[config.mk]
export PLATFORM = sky130hd
export DESIGN_NAME = axi32_ctl_arbiter
export DESIGN_NICKNAME = d
export VERILOG_FILES = /design/src/rtl/axi32_ctl_arbiter.sv
export SDC_FILE = /design/constraint.sdc
export NUM_CORES = 1
export LEC_CHECK = 0
export CORE_UTILIZATION = 36
export CTS_CLUSTER_DIAMETER = 50
export CTS_CLUSTER_SIZE = 30
export DETAILED_ROUTE_END_ITERATION = 7
export GPL_TIMING_DRIVEN = 0
export PLACE_DENSITY = 0.83
export SETUP_SLACK_MARGIN = 0.4
export SLEW_MARGIN = 40
export SYNTH_ARGS = -nofsm -noshare
export SYNTH_HDL_FRONTEND = slang
export SYNTH_SLANG_ARGS = --single-unit
[constraint.sdc]
create_clock -name AXIClock -period 2.7 [get_ports AXIClock]
set_clock_uncertainty 0.15 [all_clocks]
set_input_delay 0.405 -clock AXIClock [delete_from_list [all_inputs] [get_ports AXIClock]]
set_output_delay 0.405 -clock AXIClock [all_outputs]
set_load 0.005 [all_outputs]
[src/rtl/axi32_ctl_arbiter.sv]
// axi32_ctl_arbiter: round-robin arbiter sharing one AXI32 CTL-side
// transaction controller between NREQ requesters.
// Latency: Grant is registered, 1 cycle after ReqExec is sampled in idle;
// routed status (Req*) and forwarded controls (CTL*) are combinational.
// Backpressure: no queueing state; a losing requester keeps ReqExec high
// until it is granted. The grant is held until the controller signals CTLEnd.
//
// Optional feature: define AXI32_CTL_ARBITER_WDOG_EN to add a transaction
// watchdog. WdogErr sets once a grant has been held WDOG_CYCLES cycles and
// stays set until Reset. Without the macro, WdogErr is tied to 0.
//
// Ports:
//   AXIClock, Reset          clock (rising edge), async active-high reset
//   ReqExec/ReqWrite/ReqWLast per-requester request controls (NREQ bits)
//   Grant                    registered one-hot grant
//   ReqStart..ReqWBErr       controller status routed to the granted requester
//   CTLExec/CTLWrite/CTLWLast controls forwarded to the controller
//   CTLStart..CTLWBErr       status from the controller
//   Busy                     arbiter is in a transaction (grant held or release)
//   WdogErr                  sticky watchdog flag
module axi32_ctl_arbiter #(
  parameter int NREQ        = 2,
  parameter int WDOG_CYCLES = 1024
) (
  input  logic            AXIClock,
  input  logic            Reset,
  input  logic [NREQ-1:0] ReqExec,
  input  logic [NREQ-1:0] ReqWrite,
  input  logic [NREQ-1:0] ReqWLast,
  output logic [NREQ-1:0] Grant,
  output logic [NREQ-1:0] ReqStart,
  output logic [NREQ-1:0] ReqEnd,
  output logic [NREQ-1:0] ReqReady,
  output logic [NREQ-1:0] ReqPutEn,
  output logic [NREQ-1:0] ReqGetEn,
  output logic [NREQ-1:0] ReqRBErr,
  output logic [NREQ-1:0] ReqWBErr,
  output logic            CTLExec,
  output logic            CTLWrite,
  output logic            CTLWLast,
  input  logic            CTLStart,
  input  logic            CTLEnd,
  input  logic            CTLReady,
  input  logic            CTLPutEn,
  input  logic            CTLGetEn,
  input  logic            CTLRBErr,
  input  logic            CTLWBErr,
  output logic            Busy,
  output logic            WdogErr
);

  localparam int IW = (NREQ > 1) ? $clog2(NREQ) : 1;

  typedef enum logic [1:0] {
    ARB_IDLE    = 2'd0,
    ARB_ISSUE   = 2'd1,
    ARB_OWN     = 2'd2,
    ARB_RELEASE = 2'd3
  } arb_state_t;

  arb_state_t      state, state_nxt;
  logic [NREQ-1:0] grant_q, grant_nxt;
  logic [IW-1:0]   gidx_q, gidx_nxt;
  logic [IW-1:0]   ptr_q, ptr_nxt;
  logic [IW-1:0]   pick, cand;
  logic            pick_vld;
  logic            ctl_exec, ctl_write, ctl_wlast;

  // Round-robin scan: first requester at or after ptr_q, wrapping mod NREQ.
  always_comb begin
    pick     = '0;
    pick_vld = 1'b0;
    cand     = '0;
    for (int k = 0; k < NREQ; k++) begin
      cand = IW'((int'(ptr_q) + k) % NREQ);
      if (!pick_vld && ReqExec[cand]) begin
        pick_vld = 1'b1;
        pick     = cand;
      end
    end
  end

  always_ff @(posedge AXIClock or posedge Reset) begin
    if (Reset) begin
      state   <= ARB_IDLE;
      grant_q <= '0;
      gidx_q  <= '0;
      ptr_q   <= '0;
    end else begin
      state   <= state_nxt;
      grant_q <= grant_nxt;
      gidx_q  <= gidx_nxt;
      ptr_q   <= ptr_nxt;
    end
  end

  always_comb begin
    state_nxt = state;
    grant_nxt = grant_q;
    gidx_nxt  = gidx_q;
    ptr_nxt   = ptr_q;
    ctl_exec  = 1'b0;
    ctl_write = 1'b0;
    ctl_wlast = 1'b0;
    case (state)
      ARB_IDLE: begin
        if (pick_vld) begin
          grant_nxt       = '0;
          grant_nxt[pick] = 1'b1;
          gidx_nxt        = pick;
          state_nxt       = ARB_ISSUE;
        end
      end
      ARB_ISSUE: begin
        ctl_exec  = ReqExec[gidx_q];
        ctl_write = ReqWrite[gidx_q];
        if (CTLStart) begin
          state_nxt = ARB_OWN;
        end else if (!ReqExec[gidx_q]) begin
          // Withdrawn before the controller started: give up the grant
          // without advancing the pointer, so the same requester keeps priority.
          grant_nxt = '0;
          state_nxt = ARB_IDLE;
        end
      end
      ARB_OWN: begin
        ctl_exec  = ReqExec[gidx_q];
        ctl_write = ReqWrite[gidx_q];
        ctl_wlast = ReqWLast[gidx_q];
        if (CTLEnd) begin
          grant_nxt = '0;
          ptr_nxt   = (gidx_q == IW'(NREQ - 1)) ? '0 : gidx_q + IW'(1);
          state_nxt = ARB_RELEASE;
        end
      end
      ARB_RELEASE: begin
        // One dead cycle so the controller always sees exec low between owners.
        state_nxt = ARB_IDLE;
      end
      default: begin
        grant_nxt = '0;
        state_nxt = ARB_IDLE;
      end
    endcase
  end

  assign Grant    = grant_q;
  assign CTLExec  = ctl_exec;
  assign CTLWrite = ctl_write;
  assign CTLWLast = ctl_wlast;
  assign Busy     = (state != ARB_IDLE);

  // Status routing: only the granted requester ever sees controller status.
  assign ReqStart = {NREQ{CTLStart}} & grant_q;
  assign ReqEnd   = {NREQ{CTLEnd}}   & grant_q;
  assign ReqReady = {NREQ{CTLReady}} & grant_q;
  assign ReqPutEn = {NREQ{CTLPutEn}} & grant_q;
  assign ReqGetEn = {NREQ{CTLGetEn}} & grant_q;
  assign ReqRBErr = {NREQ{CTLRBErr}} & grant_q;
  assign ReqWBErr = {NREQ{CTLWBErr}} & grant_q;

`ifdef AXI32_CTL_ARBITER_WDOG_EN
  localparam int CW = $clog2(WDOG_CYCLES + 1);

  logic [CW-1:0] wdog_cnt;
  logic          wdog_err;
  logic          wdog_active;

  assign wdog_active = (state == ARB_ISSUE) || (state == ARB_OWN);

  // Counter saturates at WDOG_CYCLES; the flag sets on the edge the counter
  // reaches the limit and only Reset clears it.
  always_ff @(posedge AXIClock or posedge Reset) begin
    if (Reset) begin
      wdog_cnt <= '0;
      wdog_err <= 1'b0;
    end else begin
      if (state == ARB_IDLE && state_nxt == ARB_ISSUE) begin
        wdog_cnt <= '0;
      end else if (wdog_active && wdog_cnt != CW'(WDOG_CYCLES)) begin
        wdog_cnt <= wdog_cnt + CW'(1);
      end
      if (wdog_active && wdog_cnt == CW'(WDOG_CYCLES - 1)) begin
        wdog_err <= 1'b1;
      end
    end
  end

  assign WdogErr = wdog_err;
`else
  logic [31:0] wdog_cycles_unused;
  assign wdog_cycles_unused = WDOG_CYCLES;
  assign WdogErr = 1'b0;
`endif

endmodule

# Yosys cells after proc, flatten, opt, wreduce, memory -nomap -nowiden
# Cells that the tools add are included.
word_totals:
  input_bits: 15
  ff_bits: 6
  elab_cells: 66
classes:
  addsub: 2
  mux: 29
  reduce_logical: 11
  eq_ne: 8
  n_bitwise: 7
  magnitude_cmp: 5
op_table:
  columns: ["operator", "count"]
  rows:
  - ["2-to-1 mux 1 bit", 19]
  - ["AND 2 bit", 7]
  - ["2-to-1 mux 2 bit", 7]
  - ["less-than comparator 1 x 2 -> 1 bit, second input constant", 4]
  - ["inequality test 2 bit, second input constant", 4]
  - ["one-hot mux 2 bit (4 select lines)", 1]
  - ["one-hot mux 2 bit (3 select lines)", 1]
  - ["AND reduction 5 bit", 1]
  - ["== test 2 bit, second input constant", 2]
  - ["AND reduction 2 bit", 2]
  - ["inequality test 3 bit, second input constant", 1]
  - ["AND reduction 3 bit", 1]
  - ["nonzero test 3 bit", 1]
  - ["adder 1 bit, second input constant", 2]
  - ["== test 2 x 1 -> 1 bit, second input constant", 1]
  - ["logical AND 1 bit", 2]
  - ["logical NOT 2 bit", 1]
  - ["nonzero test 2 bit", 1]
  - ["OR reduction 2 bit", 1]
  - ["demux 1 bit (select 1 bit)", 1]
  - [">= comparator 1 bit, second input constant", 1]
  - ["logical NOT 1 bit", 1]

# Depth between registers and ports, before layout
# Gate-level depths: netlist (run 1).
logic_depth:
  word_depth: 12
  depth_mapped: 6
  mapped_depth_nobuf: 6

# Worst setup path before layout (run 1)
# OpenSTA, ideal clock, no wires.
synth_path:
  path_kind: "register -> register"
  startpoint: "register state[0]"
  endpoint: "register grant_q[0], in the netlist Grant[0]"
  required_ns: 2.422
  slack_ns: 0.870
  arrival_ns: 1.553
  n_path_buf: 0
  stages_incl_launch_ff: 7
  path_cell_list: "dfrtp_1 -> inv_1 -> ha_1 -> inv_1 -> o32a_1 -> nand3b_1 -> mux2_1"
synth_via:
  elab_chain_cells: 3
  word_cells_on_any_way: 10
  classes_between: "eq/ne: 6; mux: 1; reduce/logical: 3"
synth_lines:
  columns: ["item", "line_no", "rtl"]
  rows:
  - ["start: declaration", "61", "arb_state_t state, state_nxt;"]
  - ["start signal: assignment", "90", "state <= state_nxt;"]
  - ["== test 2 x 1 -> 1 bit, or another cell as far along", "105", "case (state)"]
  - ["inequality test 2 bit (no source line) / nonzero test 3 bit (equally long branches)", null, null]
  - ["AND reduction 5 bit (no source line)", null, null]
  - ["end signal: assignment", "91", "grant_q <= grant_nxt;"]
  - ["end: declaration", "62", "logic [NREQ-1:0] grant_q, grant_nxt;"]
# Parallel ways exist; a longest one is shown, timed or not.
# A chain may end at the register's enable or synchronous reset.

==> results.txt, run 1 <==
top-count cell post-synth = and2_1
clk buf depth = 2
DP Area = 863 um2
Max Freq = 447 MHz
IO Pins = 36
Pre-antenna DRT Iters = 4
Period minus WS final = 2.23 ns
kind of critical path = reg2out
total die area = 1550 um2
clk slew on worst S/H paths = 0.05 ns
Seq/Total Area, Yosys = 29.8%
post-route cell area = 907 um2
drt drc = 0
Hold WC Path Type = in2async
# rows = 13
CORE AREA = 1300 um2
final hold viol count = 0
share of layout cells above drive strength 1 = 8.33%
cells along the critical path = inv_1, ha_4, nor2b_1, clkdlybuf4s50_1
Antenna Diode Count = 0
routed via count = 551
area leader, netlist = dfrtp_1
First DRT Iteration DRCs = 6
Die Y = 39.4 um
insertion delay to the later sink of the worst-skew pair = 0.26 ns
starting density of the core = 38.8%
gr usage total = 18.7%
# Max-Cap Violations = 0
RSZ-0062 raised after global routing = yes
Pwr Density = 849 nW/um2
total negative slack = 0 ns
Cell variety after synth = 20
die outline width = 39.4 um
Worst VDD drop = 0.485 mV
startpoint types = flip-flop
hpwl dp = 1080 um
leakage = 0.407 nW
vias in the first global route = 503
Slew Viols, Final = 0
Max FO, Critical Path = 4
top_reg_cell synth = dfrtp_1
slack of the critical path = 0.465 ns
worst path buffer plus inverter count = 2
final net count = 117
final wirelength = 1330 um
Via density = 4.96
Final setup viols = 0
post-synth net total = 77
outcome = completed
top post-synthesis cells by area = dfrtp_1 30%, and2_1 19%, ha_1 9.9%, mux2i_1 6.0%, inv_1 4.5%
final period utilization = 82.8%
Synth top area share = 29.8%
number of port buffers = 34
ANT nets after route = 0
Mapped Area = 504 um2
first-pass GRT wire length = 1890 um
DR WL/cell = 12.0 um
Yosys warning total = 0
number of enable flip-flop cells after synthesis = 0
Util after Layout = 69.7%
nature of the critical path endpoint = primary output
GRT overflow = 0
Place WS = 0.372 ns
crit path DAT = 1.68 ns
clock sink count = 6
Crit-path slowest cell = clkdlybuf4s50_1
slowest stage delay, CP = 0.51 ns
Hold Worst Slack = 0.207 ns
CTS tree = built
total CTS buffers = 3
initial antenna violation count = 0
ys async rst share = 100%
cells after synthesis = 58
htree depth = 1
Crit path required time = 2.14 ns
Post-synth top cells = 15 x and2_1, 6 x dfrtp_1, 6 x inv_1
Post-Synthesis Mean Instance Area = 8.69 um2
Area Overhead vs Synth = 79.9%
Seq cells post-synth = 6
largest net degree at the start of global routing = 10
Root Driver = clkbuf_4
GP Congestion = 0.727
delay-heaviest family, CP = buffers and inverters
-- worst register-to-register path, delay by kind of cell, from the launching register on --
family	cells	cell delay (ns)
multiplexers	1	0.33
AO/OA/AOI/OAI	1	0.39
buffers and inverters	2	0.20
adder cells (fa/ha/maj)	1	0.17
flip-flops	1	0.39
AND/OR/NAND/NOR	1	0.15
-- power breakdown --
group	switching (W)	internal, W
clock network	0.0000385	0.0000507
registers	0.0000493	0.000131
logic	0.000188	0.000313
total	0.000276	0.000494
-- cell usage in the layout (no fill, tap or decap) --
master           instances
a21boi_0                 1
a22o_1                   1
and2_1                  15
and3_1                   1
buf_4                    2
clkbuf_4                 3
clkdlybuf4s50_1         32
conb_1                   1
dfrtp_1                  6
dlygate4sd2_1            1
dlymetal6s2s_1           1
ha_1                     3
ha_4                     1
inv_1                    6
mux2_1                   2
mux2_4                   1
mux2i_1                  3
nand2_1                  4
nand3b_1                 1
nand4_1                  1
nor2_1                   3
nor2b_1                  2
o21ai_0                  3
o21ai_2                  1
o32a_1                   1
-- per-layer routing --
metal  share of wire (%)  up-vias  GRT usage [%]
met1                  33      247           15.1
met3                  12        3           5.68
met4                 1.9        0           7.76
met5                   0        -              0
met2                  53       35           38.9
li1                    -      266              -
-- area by class of cell --
cell class / count / area, um2
clock buffers: 3 / 22.5
inverters: 6 / 22.5
multi-input cells: 45 / 337
flip-flops and latches: 6 / 150
well taps: 15 / 18.8
plain buffers: 1 / 7.51
fillers: 119 / 394
repair buffers: 35 / 349
-- path summary, 6_finish.rpt --
check	end	cells past startpoint	slack (ns)	from
max	CTLWrite	4	0.47	flip-flop
min	state[0]$_DFFE_PP0P_	2	0.21	Reset
max reg2reg	Grant[0]$_DFFE_PP0P_	6	0.80	state[0]$_DFFE_PP0P_
min reg2reg	ptr_q$_DFFE_PP0P_	2	0.38	ptr_q$_DFFE_PP0P_
max in group asynchronous	gidx_q$_DFFE_PP0P_	2	2.00	Reset
min in group AXIClock	ptr_q$_DFFE_PP0P_	2	0.38	ptr_q$_DFFE_PP0P_
-- through the flow --
stage                     power [W]  std cells
after floorplan            0.000405         58
after global placement     0.000623        107
after detailed placement   0.000646        107
after CTS                  0.000747        111
after global routing       0.000835        111
final                      0.000770        111
-- logic make-up (layout without fill, tap and decap cells) --
kind of cell	after synthesis	in the layout	synth area share, %
and+or+nand+nor	27	27	30.3
AOI/OAI and AO/OA	7	7	9.93
buffers and inverters	7	45	5.96
muxes	6	6	13.4
DFF	6	6	29.8
adders and majority gates	4	4	9.93
other	1	1	0.744
-- timing repair --
action	in CTS	in global routing
resized for setup	1	2
endpoints found under the setup margin	2	2
hold buffers	0	0
setup buffers	1	0
(Power assumes the default switching activity.)
==> inputs of run 2 (changes only) <==
Settings changed: CORE_UTILIZATION 36 to 33, PLACE_DENSITY 0.83 to 0.77.
Clock period 2.7 ns to 2.28 ns, I/O delays scaled along.
==> run 2 against run 1 <==
  * Global-route usage shrank 0.74 points
  * Routed wire length grew 5.2%
  * First-iteration DRC count grew 50%
  * Critical path depth grew 1
  * Flip-flop and latch count is the same
  * Critical path type unchanged
==> results.txt, run 2 (synthesis gave the netlist of run 1 again) <==
Period minus WS final = 1.90 ns
total CTS buffers = 3
kind of critical path = reg2out
start of the worst register-to-register path = state[0]$_DFFE_PP0P_
clock network fraction of total power = 9.6%
startpoint types = flip-flop
total negative slack = 0 ns
routed via count = 575
crit path DAT = 1.40 ns
final wirelength = 1400 um
starting density of the core = 36.9%
hold buffer count at cts = 0
Via density = 4.83
outcome = completed
number of port buffers = 34
clk buf depth = 2
flop-to-flop setup slack = 0.39 ns
Root Driver = clkbuf_4
CTS tree = built
gr usage total = 17.9%
first-pass GRT wire length = 1890 um
hpwl dp = 954 um
combinational power share = 70.0%
# Max-Cap Violations = 0
met3 Usage GRT = 6.52%
final net count = 125
GP Congestion = 0.757
nature of the critical path endpoint = primary output
Pwr Density = 1040 nW/um2
Hold WC Path Type = in2async
Final setup viols = 0
initial antenna violation count = 0
clk slew on worst S/H paths = 0.04 ns
Power Total = 0.000999 W
Crit path required time = 1.79 ns
IO Pins = 36
Sequential Power Share = 20.4%
GRT Max-Usage Layer = met2
vias in the first global route = 477
switch share = 35.3%
First DRT Iteration DRCs = 9
grt met1 use = 17.1%
met2 usage = 35.2%
total die area = 1690 um2
share of layout cells above drive strength 1 = 24.0%
largest net degree at the start of global routing = 10
Die Y = 41.1 um
cells on worst reg2reg path = 7
RSZ-0062 raised after global routing = yes
Pre-antenna DRT Iters = 4
Pint = 0.000647 W
ANT nets after route = 0
Util after Layout = 70.3%
NetSw = 0.000352 W
Max FO, Critical Path = 4
Antenna Diode Count = 0
commonest non-fill, non-tap cells in the layout = 16 x dlygate4sd2_1, 16 x clkdlybuf4s50_1, 15 x and2_1
Slew Viols, Final = 0
htree depth = 1
Max Freq = 528 MHz
CORE AREA = 1370 um2
leakage = 0.491 nW
final hold viol count = 0
insertion delay to the later sink of the worst-skew pair = 0.25 ns
DR WL/cell = 11.8 um
clock sink count = 6
final period utilization = 83.1%
die outline width = 41.1 um
Worst VDD drop = 0.764 mV
Area Overhead vs Synth = 90.6%
r2r endpoint = Grant[1]$_DFFE_PP0P_
drt drc = 0
# rows = 13
GRT overflow = 0
[run 2: cell count changes in the layout (fill, tap and decap cells not counted), moves of 2 or more]
cell / previous run / this run
buf_4: 2 / 9
clkdlybuf4s50_1: 32 / 16
dlygate4sd2_1: 1 / 16
inv_1: 6 / 3
inv_2: 0 / 2
mux2_1: 2 / 0
mux2_4: 1 / 3
[run 2: power by group through the flow]
| stage | combinational (W) | sequential, W | clock, W |
|---|---|---|---|
| finish | 0.000699 | 0.000204 | 0.0000963 |
| global route | 0.000770 | 0.000210 | 0.000106 |
| CTS | 0.000587 | 0.000201 | 0.0000991 |
| detailed placement | 0.000531 | 0.000218 | 0 |
| global placement | 0.000526 | 0.000217 | 0 |
| floorplan | 0.000276 | 0.000204 | 0 |
[run 2: worst max-delay path by stage]
stage / from / to / slack (ns) / cells past startpoint
floorplan: state[0]$_DFFE_PP0P_ / Grant[0]$_DFFE_PP0P_ / 0.45 / 6
global placement: ReqExec[0] / CTLExec / 0.08 / 4
detailed placement: ReqExec[0] / CTLExec / 0.07 / 4
CTS: flip-flop / CTLWrite / 0.36 / 5
global route: state[0]$_DFFE_PP0P_ / Grant[0]$_DFFE_PP0P_ / 0.32 / 7
finish: state[0]$_DFFE_PP0P_ / CTLWrite / 0.38 / 5
[run 2: per-layer routing]
metal	share of wire (%)	routed length (um)	vias up
met3	13	189	2
met1	37	520	256
li1	-	-	281
met2	49	682	36
met4	0.57	8	0
met5	0	0	-
[run 2: layout make-up]
| type | instances | area, um2 |
|---|---|---|
| repair buffers | 43 | 387 |
| clock buffers | 3 | 22.5 |
| plain buffers | 1 | 7.51 |
| well taps | 15 | 18.8 |
| fillers | 119 | 405 |
| inverters | 6 | 25.0 |
| flip-flops and latches | 6 | 151 |
| multi-input cells | 45 | 349 |
[run 2: worst max-delay path, cell delays in order, from the launching register on]
cell	delay [ns]
dfrtp_1	0.36
inv_2	0.05
buf_4	0.14
ha_4	0.27
nor2b_2	0.13
clkdlybuf4s15_1	0.20
[run 2: what timing repair did]
item,in CTS,in global routing
cloned,0,0
gates resized for setup,23,9
pin swaps,2,3
buffers inserted,5,4
setup endpoints to repair,20,8
hold endpoints to repair,0,0
[run 2: stage by stage]
step / instance area [um2] / std cells / worst slack [ns] / hold WS (ns)
floorplan: 504 / 58 / 0.450 / -0.0170
global placement: 863 / 107 / 0.0799 / 0.318
detailed placement: 863 / 107 / 0.0678 / 0.323
CTS: 917 / 115 / 0.363 / 0.166
global route: 961 / 119 / 0.320 / 0.199
finish: 961 / 119 / 0.385 / 0.159
==> inputs of run 3 (changes only) <==
Clock period 2.28 ns to 1.8 ns, I/O delays scaled along.
==> run 3 against run 2 <==
  * Sequential share of layout area decreased by 1.7 points
  * Clock-buffer cell count is the same
  * Via count rose by 9.2%
  * First-iteration DRC count grew 67%
  * Flip-flop and latch count stayed put
  * Hold slack lost 0.056 ns
  * Cell count increased by 9.2%
  * Routed wire length increased by 31%
  * Setup slack got worse by 0.34 ns
  * Non-clock buffer count is 11 higher
  * Largest cell class unchanged
  * Highest routed layer unchanged
==> results.txt, run 3 (synthesis gave the netlist of run 1 again) <==
final wirelength = 1840 um
Via density = 4.83
Die Y = 41.1 um
hpwl dp = 1030 um
nature of the critical path endpoint = flip-flop
Pwr Density = 1430 nW/um2
Hold WC Path Type = in2async
cells along the critical path = inv_2, buf_6, ha_4, inv_2, o32a_1, nand3b_1, mux2_4
final period utilization = 97.8%
initial antenna violation count = 0
clk slew on worst S/H paths = 0.05 ns
Max Freq = 568 MHz
share of layout cells above drive strength 1 = 56.5%
Max FO, Critical Path = 2
crit path DAT = 1.74 ns
drt drc = 0
# rows = 13
Final setup viols = 0
first-pass GRT wire length = 2370 um
htree depth = 1
most used cell, CP = inv_2
Period minus WS final = 1.76 ns
largest net degree at the start of global routing = 7
die outline width = 41.1 um
total negative slack = 0 ns
GP Congestion = 0.724
slowest stage delay, CP = 0.38 ns
kind of critical path = reg2reg
Crit path required time = 1.78 ns
total die area = 1690 um2
total CTS buffers = 3
delay-heaviest family, CP = flip-flops
insertion delay to the later sink of the worst-skew pair = 0.25 ns
# Max-Cap Violations = 0
CORE AREA = 1370 um2
final hold viol count = 0
gr usage total = 22.4%
IO Pins = 36
clk buf depth = 2
Fill cells = 98
Area Overhead vs Synth = 117%
Slew Viols, Final = 0
startpoint types = flip-flop
final net count = 136
vias in the first global route = 571
number of port buffers = 34
Crit-path slowest cell = dfrtp_1
hold buffer count at cts = 0
Util after Layout = 79.9%
leakage = 0.587 nW
Pre-antenna DRT Iters = 5
worst path buffer plus inverter count = 3
Antenna Diode Count = 0
RSZ-0062 raised after global routing = yes
Root Driver = clkbuf_4
routed via count = 628
commonest non-fill, non-tap cells in the layout = 15 x buf_4, 15 x buf_6, 10 x and2_4
clock sink count = 6
First DRT Iteration DRCs = 15
Worst VDD drop = 1.13 mV
ANT nets after route = 0
starting density of the core = 36.9%
DR WL/cell = 14.1 um
CTS tree = built
outcome = completed
GRT overflow = 0
run 3: changes by cell type in the layout (fill, tap and decap cells not counted), sizes merged:
cell | previous run | this run
clkdlybuf4s15 | 1 | 0
dlygate4sd2 | 16 | 6
buf | 10 | 34
clkdlybuf4s50 | 16 | 9
clkbuf | 4 | 7
dlymetal6s2s | 0 | 2
run 3: layout make-up:
class	instances	area [um2]	area share, %
clock buffer	3	22.5	2.06
buffer	1	7.51	0.687
tap	15	18.8	1.72
timing repair buffer	54	482	44.1
inverter	6	22.5	2.06
multi-input combinational	45	385	35.3
sequential	6	154	14.1
run 3: repair_timing:
| action | 4_1_cts | 5_1_grt |
|---|---|---|
| cloned | 0 | 0 |
| setup buffers | 17 | 3 |
| pin swaps | 8 | 6 |
| setup endpoints to repair | 24 | 22 |
| gates resized for setup | 70 | 34 |
run 3: path summary, 6_finish.rpt:
| kind | cells after the start | slack [ns] | start | to |
|---|---|---|---|---|
| max | 7 | 0.04 | state[0]$_DFFE_PP0P_ | Grant[1]$_DFFE_PP0P_ |
| min | 2 | 0.10 | Reset | ptr_q$_DFFE_PP0P_ |
| max reg2reg | 7 | 0.04 | state[0]$_DFFE_PP0P_ | Grant[1]$_DFFE_PP0P_ |
| min reg2reg | 2 | 0.33 | ptr_q$_DFFE_PP0P_ | ptr_q$_DFFE_PP0P_ |
| max in group asynchronous | 2 | 1.17 | Reset | gidx_q$_DFFE_PP0P_ |
| min in group AXIClock | 3 | 0.32 | CTLEnd | ptr_q$_DFFE_PP0P_ |
run 3: metal layers:
layer | vias to the layer above | track usage, % | routed length, um
met1 | 294 | 21.1 | 617
met3 | 2 | 8.70 | 180
met4 | 0 | 8.06 | 6
met5 | - | 0 | 0
met2 | 29 | 43.0 | 1030
li1 | 303 | - | -
run 3: through the flow:
| step | cells | hold slack (ns) | total power (W) | cell area (um2) | worst slack, ns |
|---|---|---|---|---|---|
| final | 130 | 0.103 | 0.00156 | 1090 | 0.0402 |
| after global routing | 130 | 0.124 | 0.00167 | 1090 | 0.0208 |
| after CTS | 127 | 0.112 | 0.00135 | 997 | 0.0203 |
| after detailed placement | 107 | 0.319 | 0.00104 | 883 | -0.267 |
| after global placement | 107 | 0.313 | 0.00102 | 883 | -0.260 |
| after floorplan | 58 | -0.0890 | 0.000683 | 524 | 0.107 |
run 3: report_power, final:
part | leakage, nW | switching [W] | internal [W] | total (W)
clock | 0.0138 | 0.0000505 | 0.0000755 | 0.000126
combinational | 0.502 | 0.000441 | 0.000740 | 0.00118
sequential | 0.0714 | 0.0000489 | 0.000202 | 0.000251
run 3: worst reg2reg max path, stage by stage, from the launching register on:
cell and delay, ns:
dfrtp_1 0.38, inv_2 0.08, buf_6 0.10, ha_4 0.12, inv_2 0.03, o32a_1 0.31, nand3b_1 0.17, mux2_4 0.31
